==> src/rtl/multi_pipeline_control_unit.sv <==
// multi_pipeline_control_unit: decodes a host byte stream into per-bank
// pipeline programming strobes. One bank is the audible front bank. A
// program session fills a back bank, and END_PROGRAM swaps it to the front.
// Optional build macro CTRL_PAYLOAD_CHECKSUM_EN: every payload-carrying
// opcode then takes one trailing XOR checksum byte.
module multi_pipeline_control_unit #(
  parameter int N_BLOCKS       = 256,
  parameter int DATA_WIDTH     = 16,
  parameter int N_PIPELINES    = 2,
  parameter int TIMEOUT_CYCLES = 1000000,
  localparam int BLOCK_BYTES   = (N_BLOCKS > 256) ? 2 : 1,
  localparam int DATA_BYTES    = DATA_WIDTH / 8,
  localparam int BW            = $clog2(N_BLOCKS),
  localparam int PW            = ($clog2(N_PIPELINES) < 1) ? 1 : $clog2(N_PIPELINES)
) (
  input  logic                   clk,
  input  logic                   reset,
  input  logic [7:0]             in_byte,
  input  logic                   in_valid,
  output logic                   next,
  output logic [BW-1:0]          block_target,
  output logic                   reg_target,
  output logic [31:0]            instr_out,
  output logic [DATA_WIDTH-1:0]  data_out,
  output logic [23:0]            delay_size_out,
  output logic [23:0]            init_delay_out,
  output logic [N_PIPELINES-1:0] block_instr_write,
  output logic [N_PIPELINES-1:0] block_reg_write,
  output logic [N_PIPELINES-1:0] reg_writes_commit,
  output logic [N_PIPELINES-1:0] alloc_delay,
  output logic [N_PIPELINES-1:0] pipeline_full_reset,
  output logic [N_PIPELINES-1:0] pipeline_enables,
  input  logic [N_PIPELINES-1:0] pipeline_resetting,
  input  logic [N_PIPELINES-1:0] pipeline_regfiles_syncing,
  output logic                   swap_pipelines,
  input  logic                   pipelines_swapping,
  output logic [PW-1:0]          front_pipeline,
  output logic                   set_input_gain,
  output logic                   set_output_gain,
  output logic                   invalid,
  output logic                   timeout,
  output logic [7:0]             control_state
);

  localparam logic [7:0] OP_BEGIN    = 8'h01;
  localparam logic [7:0] OP_WR_INSTR = 8'h02;
  localparam logic [7:0] OP_WR_REG0  = 8'h03;
  localparam logic [7:0] OP_WR_REG1  = 8'h04;
  localparam logic [7:0] OP_ALLOC    = 8'h05;
  localparam logic [7:0] OP_UPD0     = 8'h06;
  localparam logic [7:0] OP_UPD1     = 8'h07;
  localparam logic [7:0] OP_COMMIT   = 8'h08;
  localparam logic [7:0] OP_END      = 8'h09;
  localparam logic [7:0] OP_GAIN_IN  = 8'h0A;
  localparam logic [7:0] OP_GAIN_OUT = 8'h0B;

`ifdef CTRL_PAYLOAD_CHECKSUM_EN
  localparam logic [2:0] CHK_BYTES = 3'd1;
`else
  localparam logic [2:0] CHK_BYTES = 3'd0;
`endif

  localparam logic [31:0] TIMEOUT_LAST = 32'(TIMEOUT_CYCLES - 1);
  localparam logic [N_PIPELINES-1:0] BANK0 = N_PIPELINES'(1);
  // RESET_WAIT ignores the busy flags for this many cycles so that banks
  // have time to raise pipeline_resetting after a full_reset pulse.
  localparam logic [1:0] HOLD_CYCLES = 2'd2;

  typedef enum logic [2:0] {READY, LISTEN, EXECUTE, SWAP_WAIT, RESET_WAIT} state_t;

  function automatic logic [2:0] payload_len(input logic [7:0] op);
    logic [2:0] n;
    case (op)
      OP_BEGIN:                               n = 3'd1;
      OP_WR_INSTR:                            n = 3'(BLOCK_BYTES + 4);
      OP_WR_REG0, OP_WR_REG1, OP_UPD0, OP_UPD1: n = 3'(BLOCK_BYTES + DATA_BYTES);
      OP_ALLOC:                               n = 3'd6;
      OP_GAIN_IN, OP_GAIN_OUT:                n = 3'(DATA_BYTES);
      default:                                n = 3'd0;
    endcase
    return n;
  endfunction

  function automatic logic [N_PIPELINES-1:0] onehot(input logic [PW-1:0] idx);
    return BANK0 << idx;
  endfunction

  state_t                 state_reg, state_next;
  logic [7:0]             opcode_reg, opcode_next;
  logic [2:0]             count_reg, count_next;
  logic [47:0]            bytes_reg, bytes_next;
`ifdef CTRL_PAYLOAD_CHECKSUM_EN
  logic [7:0]             csum_reg, csum_next;
`endif
  logic                   cooldown_reg, next_reg;
  logic                   programming_reg, programming_next;
  logic [PW-1:0]          target_reg, target_next;
  logic [PW-1:0]          front_reg, front_next;
  logic [N_PIPELINES-1:0] enables_reg, enables_next;
  logic [N_PIPELINES-1:0] full_reset_reg, full_reset_next;
  logic [N_PIPELINES-1:0] instr_wr_reg, instr_wr_next;
  logic [N_PIPELINES-1:0] reg_wr_reg, reg_wr_next;
  logic [N_PIPELINES-1:0] commit_reg, commit_next;
  logic [N_PIPELINES-1:0] alloc_reg, alloc_next;
  logic                   swap_reg, swap_next;
  logic                   gain_in_reg, gain_in_next;
  logic                   gain_out_reg, gain_out_next;
  logic                   invalid_reg, invalid_next;
  logic                   timeout_reg, timeout_next;
  logic [BW-1:0]          block_reg, block_next;
  logic                   reg_sel_reg, reg_sel_next;
  logic [31:0]            instr_reg, instr_next;
  logic [DATA_WIDTH-1:0]  data_reg, data_next;
  logic [23:0]            dsize_reg, dsize_next;
  logic [23:0]            dinit_reg, dinit_next;
  logic [31:0]            timer_reg, timer_next;
  logic [1:0]             hold_reg, hold_next;
  logic                   accept;
  logic                   timer_active;
  logic                   bank_ok;
  logic [N_PIPELINES-1:0] bank_idle;

  // A bank may take block writes only when it is neither resetting nor syncing.
  for (genvar gi = 0; gi < N_PIPELINES; gi++) begin : g_bank_idle
    assign bank_idle[gi] = ~pipeline_resetting[gi] & ~pipeline_regfiles_syncing[gi];
  end

  assign bank_ok = (bytes_reg[7:0] < 8'(N_PIPELINES)) && (bytes_reg[PW-1:0] != front_reg);
  assign timer_active = (state_reg != READY) || programming_reg;

  // Next-state, byte intake, command execution and timeout abort.
  always_comb begin
    state_next       = state_reg;
    opcode_next      = opcode_reg;
    count_next       = count_reg;
    bytes_next       = bytes_reg;
`ifdef CTRL_PAYLOAD_CHECKSUM_EN
    csum_next        = csum_reg;
`endif
    programming_next = programming_reg;
    target_next      = target_reg;
    front_next       = front_reg;
    enables_next     = enables_reg;
    full_reset_next  = '0;
    instr_wr_next    = '0;
    reg_wr_next      = '0;
    commit_next      = '0;
    alloc_next       = '0;
    swap_next        = 1'b0;
    gain_in_next     = 1'b0;
    gain_out_next    = 1'b0;
    invalid_next     = 1'b0;
    timeout_next     = 1'b0;
    block_next       = block_reg;
    reg_sel_next     = reg_sel_reg;
    instr_next       = instr_reg;
    data_next        = data_reg;
    dsize_next       = dsize_reg;
    dinit_next       = dinit_reg;
    hold_next        = hold_reg;
    accept           = 1'b0;

    case (state_reg)
      READY: begin
        if (in_valid && !cooldown_reg) begin
          accept      = 1'b1;
          opcode_next = in_byte;
          bytes_next  = '0;
`ifdef CTRL_PAYLOAD_CHECKSUM_EN
          csum_next   = in_byte;
`endif
          if (payload_len(in_byte) != 3'd0) begin
            count_next = payload_len(in_byte) + CHK_BYTES;
            state_next = LISTEN;
          end else if (in_byte == OP_COMMIT) begin
            commit_next = onehot(front_reg);
          end else if (in_byte == OP_END && programming_reg) begin
            swap_next    = 1'b1;
            commit_next  = onehot(target_reg);
            enables_next = enables_reg | onehot(target_reg);
            state_next   = SWAP_WAIT;
          end else begin
            invalid_next = 1'b1;
          end
        end
      end
      LISTEN: begin
        if (in_valid && !cooldown_reg) begin
          accept = 1'b1;
`ifdef CTRL_PAYLOAD_CHECKSUM_EN
          // The trailing checksum byte folds into the XOR but is not payload.
          csum_next = csum_reg ^ in_byte;
          if (count_reg != 3'd1) bytes_next = {bytes_reg[39:0], in_byte};
`else
          bytes_next = {bytes_reg[39:0], in_byte};
`endif
          count_next = count_reg - 3'd1;
          if (count_reg == 3'd1) state_next = EXECUTE;
        end
      end
      EXECUTE: begin
        state_next = READY;
`ifdef CTRL_PAYLOAD_CHECKSUM_EN
        if (csum_reg != 8'd0) begin
          invalid_next = 1'b1;
        end else
`endif
        case (opcode_reg)
          OP_BEGIN: begin
            if (bank_ok) begin
              if (programming_reg) full_reset_next = onehot(target_reg);
              programming_next = 1'b1;
              target_next      = bytes_reg[PW-1:0];
            end else begin
              invalid_next = 1'b1;
            end
          end
          OP_WR_INSTR, OP_WR_REG0, OP_WR_REG1, OP_ALLOC: begin
            if (!programming_reg) begin
              invalid_next = 1'b1;
            end else if (opcode_reg == OP_ALLOC) begin
              alloc_next = onehot(target_reg);
              dsize_next = bytes_reg[47:24];
              dinit_next = bytes_reg[23:0];
            end else if (!pipelines_swapping && bank_idle[target_reg]) begin
              if (opcode_reg == OP_WR_INSTR) begin
                instr_wr_next = onehot(target_reg);
                block_next    = bytes_reg[32 +: BW];
                instr_next    = bytes_reg[31:0];
              end else begin
                reg_wr_next  = onehot(target_reg);
                block_next   = bytes_reg[DATA_WIDTH +: BW];
                reg_sel_next = (opcode_reg == OP_WR_REG1);
                data_next    = bytes_reg[DATA_WIDTH-1:0];
              end
            end else begin
              state_next = EXECUTE;
            end
          end
          OP_UPD0, OP_UPD1: begin
            // A live update racing a swap could land in the wrong bank: drop it.
            if (pipelines_swapping) begin
              invalid_next = 1'b1;
            end else if (!pipeline_regfiles_syncing[front_reg]) begin
              reg_wr_next  = onehot(front_reg);
              block_next   = bytes_reg[DATA_WIDTH +: BW];
              reg_sel_next = (opcode_reg == OP_UPD1);
              data_next    = bytes_reg[DATA_WIDTH-1:0];
            end else begin
              state_next = EXECUTE;
            end
          end
          OP_GAIN_IN, OP_GAIN_OUT: begin
            gain_in_next  = (opcode_reg == OP_GAIN_IN);
            gain_out_next = (opcode_reg == OP_GAIN_OUT);
            data_next     = bytes_reg[DATA_WIDTH-1:0];
          end
          default: invalid_next = 1'b1;
        endcase
      end
      SWAP_WAIT: begin
        if (!cooldown_reg && !pipelines_swapping) begin
          full_reset_next  = onehot(front_reg);
          enables_next     = enables_reg & ~onehot(front_reg);
          front_next       = target_reg;
          programming_next = 1'b0;
          hold_next        = HOLD_CYCLES;
          state_next       = RESET_WAIT;
        end
      end
      RESET_WAIT: begin
        if (hold_reg != 2'd0) begin
          hold_next = hold_reg - 2'd1;
        end else if (!(|pipeline_resetting)) begin
          enables_next = onehot(front_reg);
          state_next   = READY;
        end
      end
      default: state_next = RESET_WAIT;
    endcase

    // Idle-cycle watchdog: abort the session but leave the front bank alone.
    if (timer_active && !accept && state_next == state_reg) begin
      timer_next = timer_reg + 32'd1;
    end else begin
      timer_next = 32'd0;
    end
    if (timer_active && !accept && state_next == state_reg && timer_reg >= TIMEOUT_LAST) begin
      timeout_next = 1'b1;
      if (programming_reg) begin
        full_reset_next = full_reset_next | onehot(target_reg);
        enables_next    = enables_next & ~onehot(target_reg);
      end
      programming_next = 1'b0;
      hold_next        = HOLD_CYCLES;
      state_next       = RESET_WAIT;
      timer_next       = 32'd0;
    end
  end

  // State and registered outputs; all banks get a full reset out of reset.
  always_ff @(posedge clk or posedge reset) begin
    if (reset) begin
      state_reg       <= RESET_WAIT;
      opcode_reg      <= '0;
      count_reg       <= '0;
      bytes_reg       <= '0;
`ifdef CTRL_PAYLOAD_CHECKSUM_EN
      csum_reg        <= '0;
`endif
      cooldown_reg    <= 1'b0;
      next_reg        <= 1'b0;
      programming_reg <= 1'b0;
      target_reg      <= '0;
      front_reg       <= '0;
      enables_reg     <= '0;
      full_reset_reg  <= '1;
      instr_wr_reg    <= '0;
      reg_wr_reg      <= '0;
      commit_reg      <= '0;
      alloc_reg       <= '0;
      swap_reg        <= 1'b0;
      gain_in_reg     <= 1'b0;
      gain_out_reg    <= 1'b0;
      invalid_reg     <= 1'b0;
      timeout_reg     <= 1'b0;
      block_reg       <= '0;
      reg_sel_reg     <= 1'b0;
      instr_reg       <= '0;
      data_reg        <= '0;
      dsize_reg       <= '0;
      dinit_reg       <= '0;
      timer_reg       <= '0;
      hold_reg        <= HOLD_CYCLES;
    end else begin
      state_reg       <= state_next;
      opcode_reg      <= opcode_next;
      count_reg       <= count_next;
      bytes_reg       <= bytes_next;
`ifdef CTRL_PAYLOAD_CHECKSUM_EN
      csum_reg        <= csum_next;
`endif
      cooldown_reg    <= accept;
      next_reg        <= accept;
      programming_reg <= programming_next;
      target_reg      <= target_next;
      front_reg       <= front_next;
      enables_reg     <= enables_next;
      full_reset_reg  <= full_reset_next;
      instr_wr_reg    <= instr_wr_next;
      reg_wr_reg      <= reg_wr_next;
      commit_reg      <= commit_next;
      alloc_reg       <= alloc_next;
      swap_reg        <= swap_next;
      gain_in_reg     <= gain_in_next;
      gain_out_reg    <= gain_out_next;
      invalid_reg     <= invalid_next;
      timeout_reg     <= timeout_next;
      block_reg       <= block_next;
      reg_sel_reg     <= reg_sel_next;
      instr_reg       <= instr_next;
      data_reg        <= data_next;
      dsize_reg       <= dsize_next;
      dinit_reg       <= dinit_next;
      timer_reg       <= timer_next;
      hold_reg        <= hold_next;
    end
  end

  assign next                = next_reg;
  assign block_target        = block_reg;
  assign reg_target          = reg_sel_reg;
  assign instr_out           = instr_reg;
  assign data_out            = data_reg;
  assign delay_size_out      = dsize_reg;
  assign init_delay_out      = dinit_reg;
  assign block_instr_write   = instr_wr_reg;
  assign block_reg_write     = reg_wr_reg;
  assign reg_writes_commit   = commit_reg;
  assign alloc_delay         = alloc_reg;
  assign pipeline_full_reset = full_reset_reg;
  assign pipeline_enables    = enables_reg;
  assign swap_pipelines      = swap_reg;
  assign front_pipeline      = front_reg;
  assign set_input_gain      = gain_in_reg;
  assign set_output_gain     = gain_out_reg;
  assign invalid             = invalid_reg;
  assign timeout             = timeout_reg;
  assign control_state       = {4'd0, timer_active, programming_reg,
                                state_reg != READY, ~&enables_reg};

endmodule

==> config.mk <==
export PLATFORM = sky130hd
export DESIGN_NAME = multi_pipeline_control_unit
export DESIGN_NICKNAME = d
export VERILOG_FILES = /design/src/rtl/multi_pipeline_control_unit.sv
export SDC_FILE = /design/constraint.sdc
export NUM_CORES = 1
export LEC_CHECK = 0
export CAP_MARGIN = 5
export CELL_PAD_IN_SITES_DETAIL_PLACEMENT = 2
export CELL_PAD_IN_SITES_GLOBAL_PLACEMENT = 2
export CORE_MARGIN = 4
export CORE_UTILIZATION = 36
export DETAILED_ROUTE_END_ITERATION = 10
export HOLD_SLACK_MARGIN = 0.15
export PLACE_DENSITY = 0.84
export SKIP_LAST_GASP = 1
export SLEW_MARGIN = 20
export SYNTH_ARGS = -nofsm -noshare
export SYNTH_HDL_FRONTEND = slang
export SYNTH_SLANG_ARGS = --single-unit
==> constraint.sdc <==
create_clock -name clk -period 8.4 [get_ports clk]
set_input_delay 0.84 -clock clk [delete_from_list [all_inputs] [get_ports clk]]
set_output_delay 0.84 -clock clk [all_outputs]
set_load 0.02 [all_outputs]
==> metrics.txt, run 1 <==
initial antenna violation count 0; post-cts resize count 0; Area Overhead vs Synth 26.59%; CP max FO 50; reg-to-reg critical path endpoint count_reg[0]; max FFs per register 48; skew final approximately 0.012 ns; fmax around 0.26 GHz; TritonCTS Sinks 222; drt first-iter violations 604; Post-CTS Hold Buffers 0; Placed Cells approximately 1300; M1 GR Usage 26.86%; post-synthesis sequential area ratio about three fifths; # fillers roughly 2600; most numerous cell in the Yosys netlist dfrtp_1; slowest cell delay on critical path between 0.9 and 1 ns; non-filler instance count after layout 1302; vias in the first global route slightly above 8000; area share of the largest cell type after synthesis 57.14%; CP max stage cell inv_2; design area 12090 um2; max cap viols 0; Hold Fails Final Rpt 0; Die Ht 170.8 um; busiest layer in global routing met2; flop-to-flop setup slack just under 5 ns; Max-slew headroom about a quarter; post-route ant nets 0; setup tns final 0 ns; Worst Setup SP in_valid; Post-synth EDFFs 0; post-synthesis instance total approximately 810; reg-to-reg critical path startpoint next; Final setup viols 0; row count 59; Cell variety after synth a little over 70; clock buffer count from CTS 24; Avg Inst Size Synth between 10 and 15 um2; Die W about 170 um; register clock-pin slew on the reported worst setup and hold paths approximately 0.070 ns; H-tree levels 1; met2 Usage GRT approximately 40%; Mapped Area about 9500 um2; # diodes 0; max-slew violation count 0; final period utilization between 40% and 50%; HP Class flip-flop to flip-flop; nets 970; vias 7059; Synth warnings 0; clk buf depth 3; gr usage total 22.09%; leading area contributor after synthesis dfrtp_1; worst slew pin tran between 1 and 1.5 ns; unrepaired setup endpoints after global routing no; fin crit period approximately 3.8 ns; Synth top cells by count dfrtp_1, nand2_1, mux2_2, nand3_1, nor2_1; DRT Pass-1 Iters 5; PwrDens 188.5 nW/um2; count of state elements after synthesis roughly 220; leakage power approximately 0.0057 uW; gr ovfl total 0; Synth area leaders dfrtp_1, mux2_2, nand2_1; Worst setup SP type input pin; Die Area between 20000 and 30000 um2; Setup crit end count_reg[0]; Top Ports 148; CP arrival around 4.3 ns; root buf cell clkbuf_16; FF/Latch Area 5562 um2; Async SR Flop Fraction 100.0%; Routed WL about 32 mm; CTS tree yes; RD Place Congestion between 0.8 and 0.9; core area 26060 um2; Worst Setup End Kind flip-flop; Main synth FF type dfrtp_1; worst-path cell chain clkdlybuf4s50_1 > nand2b_1 > or3_2 > inv_2 > o21ai_1 > nor3_1 > a211o_1; status finished, final reports clean; worst vdd ir approximately 0.00012 V; Starting Density between 30% and 40%; area post-placement 11240 um2; average vias per placed instance approximately 5.4; met3 global-route usage ~4.9%; crit path kind input pin to flip-flop; first-pass GRT wire length a little over 50 mm; port buffer count 143; Worst-Skew Late Latency between 0.5 and 0.6 ns; DR DRC count 0; Setup Buffers After CTS 0; DP Wirelength 20.42 mm; largest net degree at the start of global routing around 140; footprint of the multi-input gates 3707 um2; reg2reg path depth 6; post-DR wirelength/cell about 25 um; Worst Path Required 8.85 ns; share of cells above drive strength 1 between 15 and 20%
==> critical path, delay by kind of cell <==
kind | cells | cell delay (ns)
AND/OR/NAND/NOR | 3 | 1.32
AO/OA/AOI/OAI | 2 | 0.64
buffers and inverters | 2 | 1.44
==> power by group <==
group | switching, uW | internal, uW
clock | 447 | 671
sequential | 12.7 | 1080
combinational | 50.0 | 21.1
==> layout make-up <==
cell class,instances,area share (%)
clock buffer,35,5.818
sequential,222,46.02
tap,335,3.468
multi-input combinational,535,30.68
inverter,17,0.5901
timing repair buffer,150,12.48
clock inverter,8,0.9525
==> how the worst min path moves through the flow <==
| stage | startpoint | end | slack [ns] | depth (start not counted) |
|---|---|---|---|---|
| final | bytes_reg[41] | bytes_reg[41] | 0.48 | 2 |
| after global routing | bytes_reg[46] | bytes_reg[46] | 0.51 | 2 |
| after CTS | bytes_reg[43] | bytes_reg[43] | 0.49 | 2 |
| after detailed placement | bytes_reg[41] | bytes_reg[41] | 0.47 | 2 |
| after global placement | bytes_reg[46] | bytes_reg[46] | 0.45 | 2 |
| after floorplan | bytes_reg[40] | bytes_reg[40] | 0.43 | 2 |
==> cells in the final DEF, fill, tap and decap left out, drive strengths merged, types with 16 or more instances in the layout <==
master / Yosys / final
mux2: 122 / 122
dfrtp: 218 / 218
inv: 17 / 17
nor2: 52 / 52
nand3: 59 / 59
a21oi: 16 / 16
conb: 1 / 16
clkbuf: 27 / 35
clkdlybuf4s50: 0 / 143
nand2: 115 / 115
==> cell families after synthesis <==
logic type	Yosys count	share of synthesized area [%]
fa+ha+maj	4	0.5243
xor+xnor	20	1.835
other cells	1	0.03928
compound gates	67	4.967
flops	222	58.24
buf+inv	67	3.525
mux	123	14.89
simple gates	305	15.98
==> per-layer routing <==
metal	vias up	wire, um
met5	-	0
met4	0	618
met3	41	1967
met2	202	17070
met1	3738	12700
li1	3078	-
==> per-stage QoR <==
| stage | setup slack [ns] | hold slack [ns] | utilization, % | total power (uW) |
|---|---|---|---|---|
| final | 4.590 | 0.4814 | 46.38 | 2278 |
| after global routing | 4.439 | 0.5126 | 46.38 | 2360 |
| after CTS | 4.660 | 0.4881 | 46.26 | 2297 |
| after detailed placement | 4.254 | 0.4706 | 43.12 | 1176 |
| after global placement | 4.461 | 0.4518 | 43.12 | 1173 |
| after floorplan | 1.489 | 0.4348 | - | 1147 |
No activity file was read; power rests on OpenSTA's default activity.
==> run 2: changes to the inputs <==
==> constraint.sdc (replaced) <==
create_clock -name clk -period 3.74 [get_ports clk]
set_input_delay 0.374 -clock clk [delete_from_list [all_inputs] [get_ports clk]]
set_output_delay 0.374 -clock clk [all_outputs]
set_load 0.02 [all_outputs]
==> run 2 against run 1 <==
Effect of this change:
- core utilization about the same
- final area about the same
- via count down 0.11%
- combinational power up 120%
- first-iteration DRC count down 37%
- wire length down 3.9%
- non-clock buffer count up 3
- die area unchanged
- largest cell class unchanged
==> metrics.txt, run 2 (synthesized netlist as in run 1, its figures left out) <==
flop-to-flop setup slack 1.11 ns; clock buffer count from CTS 25; core area about 26000 um2; Worst-Skew Late Latency about 0.54 ns; root buf cell clkbuf_16; vias in the first global route a little over 8000; TritonCTS Sinks between 200 and 250; post-cts resize count 0; CP max stage cell nor3b_1; gr usage total between 20% and 30%; unrepaired setup endpoints after global routing no; CP max FO 12; PwrDens 414.9 nW/um2; drt first-iter violations about 380; register clock-pin slew on the reported worst setup and hold paths approximately 0.06 ns; Worst Setup SP state_reg[1]; most common cell after layout, fill and taps aside dfrtp_1; H-tree levels 1; Post-CTS Hold Buffers 0; Area Overhead vs Synth 26.57%; first-pass GRT wire length 49.51 mm; setup tns final 0 ns; commonest cells after routing, fill and taps aside dfrtp_1, clkdlybuf4s50_1, nand2_1, mux2_2, nand3_1; reg-to-reg critical path endpoint pipeline_enables[1]; met3 global-route usage slightly above 6%; CP arrival roughly 3 ns; post-DR wirelength/cell between 20 and 25 um; final period utilization between 70% and 80%; Die Area slightly below 30000 um2; worst vdd ir 0.0003255 V; CTS tree yes; worst slew pin tran approximately 0.98 ns; crit-path leading delay family simple AND/OR/NAND/NOR gates; Final setup viols 0; RD Place Congestion 0.8036; total chip power between 5000 and 6000 uW; worst-path cell chain nor3_1 > nand2b_1 > nor3b_1 > a32oi_1 > a21oi_1; largest net degree at the start of global routing 135; clk buf depth 3; HP Class input pin to async pin; Worst Path Required 4.19 ns; crit path kind flip-flop to flip-flop; met2 Usage GRT roughly two fifths; Routed WL 31.09 mm; reg-to-reg critical path startpoint state_reg[1]; # fillers approximately 2600; # diodes 0; nets a little under 1000; share of cells above drive strength 1 between 20% and 30%; Buf/Inv on CP 0; max-slew violation count 0; DP Wirelength between 15 and 20 mm; post-route ant nets 0; DR DRC count 0; M1 GR Usage about 26%; Starting Density 36.64%; port buffer count 143; fmax around 0.38 GHz; slowest cell delay on critical path 0.63 ns; initial antenna violation count 1; Max-slew headroom 34.14%; Top Ports 148; max FFs per register between 40 and 50; vias between 7000 and 8000; gr ovfl total 0; busiest layer in global routing met2; Worst setup SP type flip-flop; DRT Pass-1 Iters 4; Hold Fails Final Rpt 0; status finished, final reports clean; skew final roughly 0.019 ns; Setup Buffers After CTS 0; max cap viols 0; leakage power ~0.0057 uW; reg2reg path depth 5; average vias per placed instance approximately 5.4; fin crit period roughly 2.6 ns; Die W between 150 and 200 um; row count 59; Worst Setup End Kind flip-flop; Die Ht around 170 um
run 2: how the worst max path moves through the flow:
stage | depth (start not counted) | endpoint
floorplan | 1 | alloc_delay[0]
global placement | 6 | pipeline_enables[0]
detailed placement | 6 | pipeline_enables[0]
CTS | 3 | control_state[3]
global route | 5 | pipeline_enables[1]
finish | 5 | pipeline_enables[1]
run 2: layout make-up:
class,instances,area [um2],area share (%)
Tap cell,335,419.2,3.469
Clock buffer,40,762.0,6.306
Inverter,17,67.56,0.5592
Timing Repair Buffer,153,1531,12.67
Sequential cell,222,5562,46.03
Multi-Input combinational cell,535,3707,30.68
Clock inverter,6,33.78,0.2796
run 2: through the flow:
step	worst slack, ns	hold WS, ns	instance area (um2)	instances	utilization [%]
after floorplan	0.4732	0.4348	9607	824	-
after global placement	0.9935	0.4513	11290	1262	43.31
after detailed placement	0.9009	0.4662	11290	1262	43.31
after CTS	1.121	0.3831	12080	1308	46.37
after global routing	0.9305	0.4055	12080	1308	46.37
final	1.113	0.3245	12080	1308	46.37
run 2: report_power, final:
part,internal (uW),switching (uW)
Clock,1390,1020
Combinational,47.6,108
Sequential,2420,28.2
run 2: worst register-to-register path, delay by kind of cell, from the launching register on:
| kind | cells | cell delay [ns] |
|---|---|---|
| flip-flops | 1 | 0.50 |
| AND/OR/NAND/NOR | 3 | 1.69 |
| AO/OA/AOI/OAI | 2 | 0.35 |
run 2: per-layer routing:
| metal | routed length [um] | share of wire, % |
|---|---|---|
| met1 | 11900 | 38 |
| met4 | 820 | 2.6 |
| met3 | 2184 | 7.0 |
| met5 | 14 | 0.045 |
| met2 | 16170 | 52 |
